`config.mk`:
```
export PLATFORM = sky130hd
export DESIGN_NAME = shift_arbiter
export DESIGN_NICKNAME = d
export VERILOG_FILES = /design/src/rtl/shift_ctrl_pkg.sv /design/src/rtl/rr_arbiter2.sv /design/src/rtl/shift_arbiter.sv
export SDC_FILE = /design/constraint.sdc
export NUM_CORES = 1
export LEC_CHECK = 0
export ABC_CLOCK_PERIOD_IN_PS = 3250
export BUFFER_PORTS_ARGS = -buffer_cell sky130_fd_sc_hd__buf_4
export CORE_ASPECT_RATIO = 0.7
export CORE_UTILIZATION = 25
export CTS_BUF_LIST = sky130_fd_sc_hd__clkbuf_8
export CTS_CLUSTER_SIZE = 20
export DETAILED_ROUTE_END_ITERATION = 8
export MAX_ROUTING_LAYER = met4
export SETUP_SLACK_MARGIN = 0.4
export SYNTH_ARGS = -nofsm -noshare
export SYNTH_HDL_FRONTEND = slang
export SYNTH_SLANG_ARGS = --single-unit
```
`constraint.sdc`:
```
create_clock -name clk -period 3.25 [get_ports clk]
set_clock_uncertainty 0.05 [all_clocks]
set_input_delay 0.8125 -clock clk [delete_from_list [all_inputs] [get_ports clk]]
set_output_delay 0.8125 -clock clk [all_outputs]
set_load 0.01 [all_outputs]
```
`src/rtl/shift_ctrl_pkg.sv`:
```
// rtl/shift_ctrl_pkg.sv - shared constants and state type for the shift arbiter
package shift_ctrl_pkg;

    localparam int DEF_WIDTH = 8;
    localparam int DEF_CNT_W = 4;

    localparam logic DIR_RIGHT = 1'b1;
    localparam logic DIR_LEFT  = 1'b0;

    typedef enum logic [1:0] {
        ST_IDLE  = 2'd0,
        ST_SHIFT = 2'd1,
        ST_DONE  = 2'd2
    } state_t;

endpackage

```
`src/rtl/rr_arbiter2.sv`:
```
// rtl/rr_arbiter2.sv - two-way round-robin arbiter with last-grant pointer
module rr_arbiter2 (
    input  logic       clk,
    input  logic       rst,
    input  logic [1:0] req,
    input  logic       en,
    output logic [1:0] gnt,
    output logic       idx
);

    logic r_ptr;
    logic w_any;

    assign w_any = |req;

    // On contention the requester that did not win last time is chosen.
    always_comb begin
        idx = req[1];
        if (req == 2'b11)
            idx = ~r_ptr;
        gnt = (en && w_any) ? (2'b01 << idx) : 2'b00;
    end

    always_ff @(posedge clk) begin
        if (rst)
            r_ptr <= 1'b1;
        else if (en && w_any)
            r_ptr <= idx;
    end

endmodule

```
`src/rtl/shift_arbiter.sv`:
```
// rtl/shift_arbiter.sv - shares one shift register between two requesters
import shift_ctrl_pkg::*;

module shift_arbiter #(
    parameter int WIDTH = DEF_WIDTH,
    parameter int CNT_W = DEF_CNT_W
) (
    input  logic             clk,
    input  logic             rst,
    input  logic [1:0]       req,
    input  logic             r_l0,
    input  logic             r_l1,
    input  logic [WIDTH-1:0] din0,
    input  logic [WIDTH-1:0] din1,
    input  logic [CNT_W-1:0] cnt0,
    input  logic [CNT_W-1:0] cnt1,
    output logic [1:0]       gnt,
    output logic             busy,
    output logic             done,
    output logic             owner,
    output logic [WIDTH-1:0] q
);

    state_t           r_state;
    logic [WIDTH-1:0] r_q;
    logic             r_dir;
    logic [CNT_W-1:0] r_remaining;
    logic             r_owner;

    logic             w_en;
    logic [1:0]       w_gnt;
    logic             w_idx;
    logic [CNT_W-1:0] w_cnt_sel;
    logic [CNT_W-1:0] w_cnt_clamp;

    // Reset takes priority over a grant in the same cycle.
    assign w_en = (r_state == ST_IDLE) && !rst;

    rr_arbiter2 u_arb (
        .clk (clk),
        .rst (rst),
        .req (req),
        .en  (w_en),
        .gnt (w_gnt),
        .idx (w_idx)
    );

    assign w_cnt_sel   = w_idx ? cnt1 : cnt0;
    assign w_cnt_clamp = (w_cnt_sel > CNT_W'(WIDTH)) ? CNT_W'(WIDTH) : w_cnt_sel;

    always_ff @(posedge clk) begin
        if (rst) begin
            r_state     <= ST_IDLE;
            r_q         <= '0;
            r_dir       <= DIR_LEFT;
            r_remaining <= '0;
            r_owner     <= 1'b0;
        end else begin
            case (r_state)
                ST_IDLE: begin
                    if (|w_gnt) begin
                        r_q         <= w_idx ? din1 : din0;
                        r_dir       <= w_idx ? r_l1 : r_l0;
                        r_remaining <= w_cnt_clamp;
                        r_owner     <= w_idx;
                        r_state     <= (w_cnt_clamp != '0) ? ST_SHIFT : ST_DONE;
                    end
                end
                ST_SHIFT: begin
                    r_q <= (r_dir == DIR_RIGHT) ? {1'b0, r_q[WIDTH-1:1]}
                                                : {r_q[WIDTH-2:0], 1'b0};
                    r_remaining <= r_remaining - 1'b1;
                    if (r_remaining == CNT_W'(1))
                        r_state <= ST_DONE;
                end
                ST_DONE: r_state <= ST_IDLE;
                default: r_state <= ST_IDLE;
            endcase
        end
    end

    assign gnt   = w_gnt;
    assign busy  = (r_state != ST_IDLE);
    assign done  = (r_state == ST_DONE);
    assign owner = r_owner;
    assign q     = r_q;

endmodule
```
=== Yosys cells after proc, flatten, opt, wreduce, memory -nomap -nowiden ===
Cells that the tools add are included.

* Add/subtract/negate cells: 1
* Equality and inequality tests: 6
* Bitwise logic cells: 1
* Muxes and demuxes: 15
* Reductions and logical operators: 12
* Shift operators: 1
* Order comparisons: 1

{| class="wikitable"
|+ Operators by type and width
! operator !! count
|-
| 8-bit two-way mux || 3
|-
| 8-bit case mux with 2 select lines || 1
|-
| 4-bit two-way mux || 3
|-
| 2-bit two-way mux || 4
|-
| 4-bit case mux with 2 select lines || 1
|-
| 2-bit AND reduction || 3
|-
| 2-bit equality test, second input constant || 2
|-
| 4-bit by 1-bit equality test with 1-bit output, second input constant || 1
|-
| 4-bit greater-than comparator, second input constant || 1
|-
| 2-bit case mux with 2 select lines || 1
|-
| 2-bit nonzero test || 2
|-
| 4-bit nonzero test || 1
|-
| 2-bit OR reduction || 2
|-
| 4-bit by 1-bit subtractor with 4-bit output, second input constant || 1
|-
| 2-bit by 1-bit equality test with 1-bit output, second input constant || 1
|-
| 1-bit logical AND || 2
|-
| 2-bit logical NOT || 1
|-
| 1-bit two-way mux || 2
|-
| 2-bit by 1-bit != test with 1-bit output, second input constant || 1
|-
| 2-bit != test, second input constant || 1
|-
| 1-bit by 1-bit left shift with 2-bit output, first input constant || 1
|-
| 1-bit logical NOT || 1
|-
| 1-bit NOT || 1
|}

* Register bits after elaboration: 17
* Output and inout bits: 13
* Logic and storage cells: 43

=== Logic depth before layout (Yosys ltp) ===
Gate-level depths: netlist of the first run.

* Depth after elaboration: 9
* Gate-level depth with buffers: 6
* Mapped depth without buffers: 6

=== Modules after synthesis ===
From an unflattened synthesis of the first run, not the netlist that was laid out.

* Cell total of the unflattened synthesis: 140
* Area total of the unflattened synthesis: 1112.3 um^2

{| class="wikitable"
|+ Modules (own cells, without submodules)
! module !! sequential area each (um^2) !! area each (um^2) !! times used !! cells an instance
|-
| shift_arbiter || 320.3 || 1048.5 || 1 || 132
|-
| rr_arbiter2 || 20.0 || 63.8 || 1 || 8
|}

=== Least setup slack after synthesis of the first run ===
OpenSTA, ideal clock, no wires.

* Path type: in2out
* From: in req[1]
* To: out gnt[1]
* Arrival time: 1.379 ns
* Stages: 3
* Data required time: 2.388 ns
* Slack: 1.009 ns
* Path buffers: 1
* Path through: a21bo_1 > buf_6 > nor3_2

* Word-level cells in the longest chain between the ends: 4
* Elaborated cells on any way between the ends: 6
* Classes of those cells: 1 x eq/ne; 1 x shift; 2 x mux; 2 x reduce/logical

{| class="wikitable"
|+ Ends and longest elaborated chain
! what !! line !! RTL
|-
| from (decl) || shift_arbiter.sv:10 || <nowiki>input logic [1:0] req,</nowiki>
|-
| 2-bit equality test || rr_arbiter2.sv:19 || <nowiki>if (req == 2'b11)</nowiki>
|-
| 1-bit two-way mux || rr_arbiter2.sv:19 ||
|-
| 1-bit by 1-bit left shift with 2-bit output || rr_arbiter2.sv:21 || <nowiki>gnt = (en && w_any) ? (2'b01 << idx) : 2'b00;</nowiki>
|-
| 2-bit two-way mux (*) || rr_arbiter2.sv:21 ||
|-
| to (decl) || shift_arbiter.sv:17 || <nowiki>output logic [1:0] gnt,</nowiki>
|}

Mark *: on every way between the ends. The rest lies on a longest branch, timed or not.

=== Worst setup path after layout of the first run ===
* From: in req[0]
* To: out gnt[1]

The elaborated chain is that of the path after synthesis.

==> impl_metrics.prom, run 1 <==
# TYPE chip_impl_metric gauge
chip_impl_info{name="outcome",value="complete, no violations"} 1
chip_impl_info{name="tritoncts",value="built"} 1
chip_impl_metric{name="post_synthesis_mean_instance_area",unit="µm²"} 8.27
chip_impl_metric{name="holdBufCountCts",unit=""} 0
chip_impl_info{name="whs_endpoint",value="owner"} 1
chip_impl_metric{name="max_freq",unit="MHz"} 387
chip_impl_info{name="path_cells",value="buf_4, a21bo_1, nor3_2, buf_4"} 1
chip_impl_metric{name="timing.reg2reg.setup_slack",unit="ps"} 1370
chip_impl_metric{name="ctsHtreeMaxLevel",unit=""} 1
chip_impl_info{name="timing.critical_path.slowest_stage_cell",value="a21bo_1"} 1
chip_impl_metric{name="critPathMaxFanout",unit=""} 11
chip_impl_metric{name="count_of_yosys_warnings_during_synthesis",unit=""} 0
chip_impl_info{name="regToRegEndpoint",value="r_remaining[3]"} 1
chip_impl_metric{name="cts_made_buffers",unit=""} 3
chip_impl_info{name="critPathTopFamily",value="compound AO/OA/AOI/OAI gates"} 1
chip_impl_metric{name="worst-slew-pin-transition",unit="ps"} 620
chip_impl_metric{name="die_height",unit="µm"} 57.7
chip_impl_info{name="rr_startpoint",value="r_state[1]"} 1
chip_impl_metric{name="num_vias",unit=""} 1100
chip_impl_info{name="crit_path_start_kind",value="input port"} 1
chip_impl_metric{name="finalHoldViolCount",unit=""} 0
chip_impl_metric{name="worst_ep_arrival_time",unit="ps"} 1720
chip_impl_metric{name="timing.hold.worst_path_depth",unit=""} 1
chip_impl_metric{name="path_clk_slew",unit="ps"} 70
chip_impl_metric{name="place_congestion",unit=""} 0.777
chip_impl_metric{name="clock-sinks",unit=""} 17
chip_impl_metric{name="dr.pass1.iters",unit=""} 4
chip_impl_metric{name="start_util",unit="%"} 27.1
chip_impl_metric{name="area_delta_synth_final",unit="%"} 35.3
chip_impl_metric{name="max-clock-path-buffers",unit=""} 2
chip_impl_info{name="root_buffer",value="clkbuf_8"} 1
chip_impl_info{name="min_from",value="owner"} 1
chip_impl_info{name="netlist.top_cell.by_area",value="dfxtp_1"} 1
chip_impl_info{name="holdCritPathClass",value="reg -> reg"} 1
chip_impl_metric{name="number_of_nets_in_the_synthesized_netlist",unit=""} 166
chip_impl_metric{name="power.static_leakage",unit="nW"} 0.634
chip_impl_info{name="end_kind",value="output pin"} 1
chip_impl_metric{name="die_width",unit="µm"} 81.6
chip_impl_metric{name="clk_latency",unit="ps"} 250
chip_impl_metric{name="area_share_of_the_largest_cell_type_after_synthesis",unit="%"} 30.7
chip_impl_metric{name="detail_route.drc_violations",unit=""} 0
chip_impl_metric{name="grt_remaining_overflow",unit=""} 0
chip_impl_metric{name="synth.yosys.seq_area_share",unit="%"} 30.7
chip_impl_metric{name="slew-limit-headroom",unit="%"} 58.7
chip_impl_metric{name="fin_crit_sh",unit="%"} 79.5
chip_impl_info{name="grt_setup_unrepaired",value="false"} 1
chip_impl_info{name="cpMostUsedCell",value="buf_4"} 1
chip_impl_metric{name="detailedRoute.firstIterationViolations",unit=""} 59
chip_impl_metric{name="fin_hold_ws",unit="ps"} 411
chip_impl_metric{name="count_of_max_cap_constraint_violations",unit=""} 0
chip_impl_metric{name="final-max-slew-violation-count",unit=""} 0
chip_impl_metric{name="power.density_cell_area",unit="nW/µm²"} 517
chip_impl_metric{name="grt_first_pass_wirelength",unit="mm"} 4.86
chip_impl_metric{name="layout.nets",unit=""} 206
chip_impl_info{name="criticalPathCategory",value="in -> out"} 1
chip_impl_metric{name="max-vdd-ir-drop",unit="mV"} 0.209
chip_impl_metric{name="floorplan.core_area",unit="µm²"} 4090
chip_impl_metric{name="syn-instance-count",unit=""} 134
chip_impl_metric{name="total_routing_usage_gr",unit="%"} 14.0
chip_impl_metric{name="timing.critical_path.required",unit="ps"} 2390
chip_impl_metric{name="crit_path_max_incr_delay",unit="ps"} 360
chip_impl_metric{name="port_bufs",unit=""} 42
chip_impl_metric{name="detail-route-antenna-nets",unit=""} 0
chip_impl_metric{name="cts_repair_resize_count",unit=""} 0
chip_impl_metric{name="routed_via_density",unit=""} 4.89
chip_impl_metric{name="cts.repair_timing.setup_buffer_count",unit=""} 0
chip_impl_metric{name="syn_area",unit="µm²"} 1110
chip_impl_metric{name="yosys_reg_bits",unit=""} 17
chip_impl_metric{name="ys_types",unit=""} 37
chip_impl_metric{name="post_route_wl",unit="mm"} 2.98
chip_impl_metric{name="post_route_cells_drive_above_1_share",unit="%"} 32.4
chip_impl_metric{name="vias_in_the_first_global_route",unit=""} 1017
chip_impl_metric{name="routed_length_per_placed_instance",unit="µm"} 13.2
chip_impl_metric{name="num_io_pins",unit=""} 43
chip_impl_metric{name="place.detailed.hpwl",unit="mm"} 2.21
chip_impl_metric{name="worstPathBufferInverterCount",unit=""} 2
chip_impl_info{name="ys_top_cells_by_area",value="dfxtp_1, nand2_1, nor2b_1"} 1
chip_impl_metric{name="number_of_antenna_violations_at_the_first_check_in_global_routing",unit=""} 0
chip_impl_metric{name="final-setup-viol-count",unit=""} 0
chip_impl_metric{name="setup-tns-final",unit="ps"} 0
chip_impl_metric{name="design.die.area",unit="µm²"} 4710
chip_impl_metric{name="fin_crit",unit="ps"} 2580
chip_impl_metric{name="r2r_cells",unit=""} 5
chip_impl_metric{name="grt_start_max_net_pins",unit=""} 23
chip_impl_metric{name="fp-row-count",unit=""} 19
chip_impl_metric{name="num_antenna_cells",unit=""} 0
-- cell usage in the layout (no fill, tap or decap), types with 3 or more instances in the layout --
| cell type | synthesis | routed |
|---|---|---|
| nand2_1 | 21 | 21 |
| dfxtp_1 | 17 | 17 |
| buf_4 | 1 | 43 |
| nand3b_1 | 3 | 3 |
| nor2_1 | 6 | 6 |
| or3_1 | 3 | 3 |
| a21oi_1 | 10 | 10 |
| a211oi_1 | 7 | 7 |
| a311o_1 | 6 | 6 |
| clkbuf_8 | 0 | 3 |
| inv_1 | 5 | 5 |
| mux2i_1 | 3 | 3 |
| nor3_1 | 4 | 4 |
| nor2b_1 | 10 | 10 |
-- how the worst max path moves through the flow --
| stage | cells past startpoint | to | start |
|---|---|---|---|
| after floorplan | 3 | gnt[1] | req[1] |
| after global placement | 4 | gnt[1] | req[0] |
| after detailed placement | 4 | gnt[1] | req[0] |
| after CTS | 4 | gnt[1] | req[0] |
| after global routing | 4 | gnt[1] | req[1] |
| final | 4 | gnt[1] | req[0] |
-- kinds of logic (layout without fill, tap and decap cells) --
group | after synthesis | count (layout) | synth area share (%)
flip-flops | 17 | 17 | 30.7
AND/OR/NAND/NOR | 57 | 57 | 26.9
multiplexers | 6 | 6 | 6.09
AO/OA/AOI/OAI | 39 | 39 | 28.6
buffers and inverters | 13 | 52 | 5.53
adder cells (fa/ha/maj) | 2 | 2 | 2.26
-- metrics by stage --
stage	total power, W	instances	setup slack, ps	instance area, µm²	util (%)
3_3_place_gp	0.000618	221	707	1450	35.6
6_report	0.000775	225	667	1500	36.7
4_1_cts	0.000782	225	665	1500	36.7
5_1_grt	0.000837	225	616	1500	36.7
2_1_floorplan	0.000505	134	1010	1110	-
3_5_place_dp	0.000617	221	665	1450	35.6
-- final cells by class --
class                      count  area (µm²)
inverter                       5        18.8
timing repair buffer          43         323
clock buffer                   3        41.3
clock inverter                 1        5.00
fill                         436        2590
sequential                    17         340
tap                           52        65.1
multi-input combinational    104         707
-- cell usage after synthesis (all sizes together) --
cell	instances
a2111oi	1
a211oi	8
a21bo	1
a21boi	1
a21o	1
a21oi	10
a221o	1
a22oi	2
a311o	6
a31oi	2
buf	3
clkbuf	5
dfxtp	17
ha	2
inv	5
mux2	3
mux2i	3
nand2	21
nand2b	2
nand3b	3
nor2	6
nor2b	10
nor3	6
nor3b	2
nor4	2
o21ai	2
o22ai	2
o31a	1
o32ai	1
or2	2
or3	3
-- routing by layer --
layer	up-vias	track usage, %	part of all wire (%)
li1	566	-	-
met1	501	19.9	51
met2	31	19.6	42
met3	2	4.72	6.0
met4	0	1.50	0.50
met5	-	-	0
-- sequential cells by signal, indices dropped and copies added (netlist names) --
register	flops
u_arb.r_ptr	1
q	8
r_remaining	4
owner	1
r_dir	1
r_state	2
-- power breakdown --
group,leakage [nW],switching [W],internal [W]
logic,0.468,0.000157,0.000160
clock network,0.0255,0.0000746,0.0000851
registers,0.140,0.0000483,0.000250
Note: power is estimated with default switching activity, not from simulation.
==> inputs of run 2 (changes only) <==
Settings changed: ABC_CLOCK_PERIOD_IN_PS 3250 to 2600.
Clock period 3.25 ns to 2.6 ns, I/O delays scaled along.
==> impl_metrics.prom, run 2 (synthesis results as in run 1) <==
# TYPE chip_impl_metric gauge
chip_impl_info{name="outcome",value="complete, no violations"} 1
chip_impl_metric{name="slew-limit-headroom",unit="%"} 65.1
chip_impl_metric{name="max-vdd-ir-drop",unit="mV"} 0.298
chip_impl_metric{name="max_freq",unit="MHz"} 474
chip_impl_metric{name="port_bufs",unit=""} 42
chip_impl_metric{name="share_clk_of_total_power",unit="%"} 20.2
chip_impl_info{name="regToRegEndpoint",value="q[6]"} 1
chip_impl_metric{name="grt_first_pass_wirelength",unit="mm"} 4.83
chip_impl_metric{name="detail_route.drc_violations",unit=""} 0
chip_impl_info{name="tritoncts",value="built"} 1
chip_impl_info{name="min_from",value="owner"} 1
chip_impl_info{name="grt_setup_unrepaired",value="false"} 1
chip_impl_info{name="commonest_non_fill_non_tap_cell_in_the_layout",value="buf_4"} 1
chip_impl_info{name="holdCritPathClass",value="reg -> reg"} 1
chip_impl_metric{name="vias_in_the_first_global_route",unit=""} 984
chip_impl_metric{name="clk_latency",unit="ps"} 250
chip_impl_metric{name="power.density_cell_area",unit="nW/µm²"} 647
chip_impl_metric{name="detailedRoute.firstIterationViolations",unit=""} 76
chip_impl_metric{name="holdBufCountCts",unit=""} 0
chip_impl_metric{name="grt_start_max_net_pins",unit=""} 22
chip_impl_metric{name="worst_ep_arrival_time",unit="ps"} 1410
chip_impl_metric{name="r2r_cells",unit=""} 5
chip_impl_metric{name="p_comb_share",unit="%"} 41.9
chip_impl_metric{name="max_reg_flops",unit=""} 8
chip_impl_metric{name="count_of_max_cap_constraint_violations",unit=""} 0
chip_impl_metric{name="start_util",unit="%"} 27.1
chip_impl_metric{name="max-clock-path-buffers",unit=""} 2
chip_impl_metric{name="final-setup-viol-count",unit=""} 0
chip_impl_metric{name="detail-route-antenna-nets",unit=""} 0
chip_impl_metric{name="worst-slew-pin-transition",unit="ps"} 523
chip_impl_info{name="most-common-layout-cells",value="buf_4, nand2_1, dfxtp_1"} 1
chip_impl_metric{name="design.die.area",unit="µm²"} 4710
chip_impl_metric{name="routed_via_density",unit=""} 4.93
chip_impl_metric{name="timing.critical_path.required",unit="ps"} 1900
chip_impl_metric{name="die_height",unit="µm"} 57.7
chip_impl_metric{name="worst_slack",unit="ps"} 490
chip_impl_metric{name="ctsHtreeMaxLevel",unit=""} 1
chip_impl_metric{name="post-place-ws",unit="ps"} 491
chip_impl_metric{name="switching_share",unit="%"} 36.0
chip_impl_metric{name="layout.nets",unit=""} 208
chip_impl_metric{name="cts.repair_timing.setup_buffer_count",unit=""} 0
chip_impl_metric{name="p_seq_share",unit="%"} 37.9
chip_impl_metric{name="placedInstanceArea",unit="µm²"} 1470
chip_impl_metric{name="timing.reg2reg.setup_slack",unit="ps"} 880
chip_impl_metric{name="num_io_pins",unit=""} 43
chip_impl_metric{name="path_clk_slew",unit="ps"} 70
chip_impl_metric{name="critPathMaxFanout",unit=""} 5
chip_impl_metric{name="num_antenna_cells",unit=""} 0
chip_impl_metric{name="clock-sinks",unit=""} 17
chip_impl_metric{name="dr.pass1.iters",unit=""} 4
chip_impl_metric{name="netSwitchingPower",unit="W"} 0.000353
chip_impl_info{name="end_kind",value="output pin"} 1
chip_impl_metric{name="number_of_antenna_violations_at_the_first_check_in_global_routing",unit=""} 0
chip_impl_metric{name="cts_made_buffers",unit=""} 3
chip_impl_metric{name="final-max-slew-violation-count",unit=""} 0
chip_impl_metric{name="total_routing_usage_gr",unit="%"} 14.3
chip_impl_metric{name="placedCellCount",unit=""} 223
chip_impl_metric{name="num_vias",unit=""} 1120
chip_impl_metric{name="design_power_total",unit="W"} 0.000982
chip_impl_metric{name="timing.hold.worst_path_depth",unit=""} 1
chip_impl_metric{name="die_width",unit="µm"} 81.6
chip_impl_metric{name="area_delta_synth_final",unit="%"} 36.8
chip_impl_info{name="rr_startpoint",value="r_state[1]"} 1
chip_impl_info{name="criticalPathCategory",value="in -> out"} 1
chip_impl_metric{name="grt_remaining_overflow",unit=""} 0
chip_impl_metric{name="fin_crit_sh",unit="%"} 81.1
chip_impl_metric{name="final_area",unit="µm²"} 1520
chip_impl_metric{name="fin_crit",unit="ps"} 2110
chip_impl_metric{name="finalHoldViolCount",unit=""} 0
chip_impl_metric{name="floorplan.core_area",unit="µm²"} 4090
chip_impl_info{name="whs_endpoint",value="owner"} 1
chip_impl_metric{name="setup-tns-final",unit="ps"} 0
chip_impl_metric{name="place.detailed.hpwl",unit="mm"} 2.26
chip_impl_metric{name="post_route_wl",unit="mm"} 3.04
chip_impl_metric{name="cts_repair_resize_count",unit=""} 1
chip_impl_metric{name="routed_length_per_placed_instance",unit="µm"} 13.4
chip_impl_metric{name="power_report.internal_total",unit="W"} 0.000628
chip_impl_info{name="root_buffer",value="clkbuf_8"} 1
chip_impl_metric{name="post_route_cells_drive_above_1_share",unit="%"} 33.1
chip_impl_info{name="crit_path_start_kind",value="input port"} 1
chip_impl_metric{name="power.static_leakage",unit="nW"} 0.647
chip_impl_metric{name="instances_no_fill",unit=""} 227
chip_impl_metric{name="place_congestion",unit=""} 0.752
chip_impl_metric{name="fp-row-count",unit=""} 19
[run 2: through the flow]
step | hold slack, ps | utilization [%]
6_report | 404 | 37.1
5_1_grt | 451 | 37.1
4_1_cts | 412 | 37.0
3_5_place_dp | 396 | 35.9
3_3_place_gp | 392 | 35.9
2_1_floorplan | 424 | -
[run 2: cell type report]
cell class	instances	area (µm²)
Clock inverter	1	3.75
Tap cell	52	65.1
Fill cell	431	2570
Inverter	5	18.8
Clock buffer	3	41.3
Sequential cell	17	340
Timing Repair Buffer	45	338
Multi-Input combinational cell	104	709
[run 2: how the worst max path moves through the flow]
stage                from  depth (start not counted)  endpoint  slack [ps]
6_report           req[0]                          4    gnt[0]         490
5_1_grt            req[0]                          4    gnt[0]         430
4_1_cts        r_state[0]                          3    gnt[0]         460
3_5_place_dp       req[0]                          4    gnt[0]         490
3_3_place_gp       req[0]                          4    gnt[0]         520
2_1_floorplan      req[1]                          3    gnt[1]         680
[run 2: critical path: stages]
cell       delay [ps]
buf_4             120
inv_1              70
a2111oi_4         380
buf_4             190
[run 2: power groups by stage]
stage / logic [W] / clock network, W / registers (W)
CTS: 0.000408 / 0.000205 / 0.000371
floorplan: 0.000260 / 0 / 0.000371
global placement: 0.000404 / 0 / 0.000378
detailed placement: 0.000407 / 0 / 0.000375
global route: 0.000453 / 0.000221 / 0.000381
finish: 0.000411 / 0.000198 / 0.000372
[run 2: metal layers]
metal  track usage (%)  up-vias  share of wire (%)
li1                  -      571                  -
met3              5.04        4                6.8
met2              19.0       35                 41
met1              20.0      510                 51
met5                 -        -                  0
met4              4.51        0                1.2
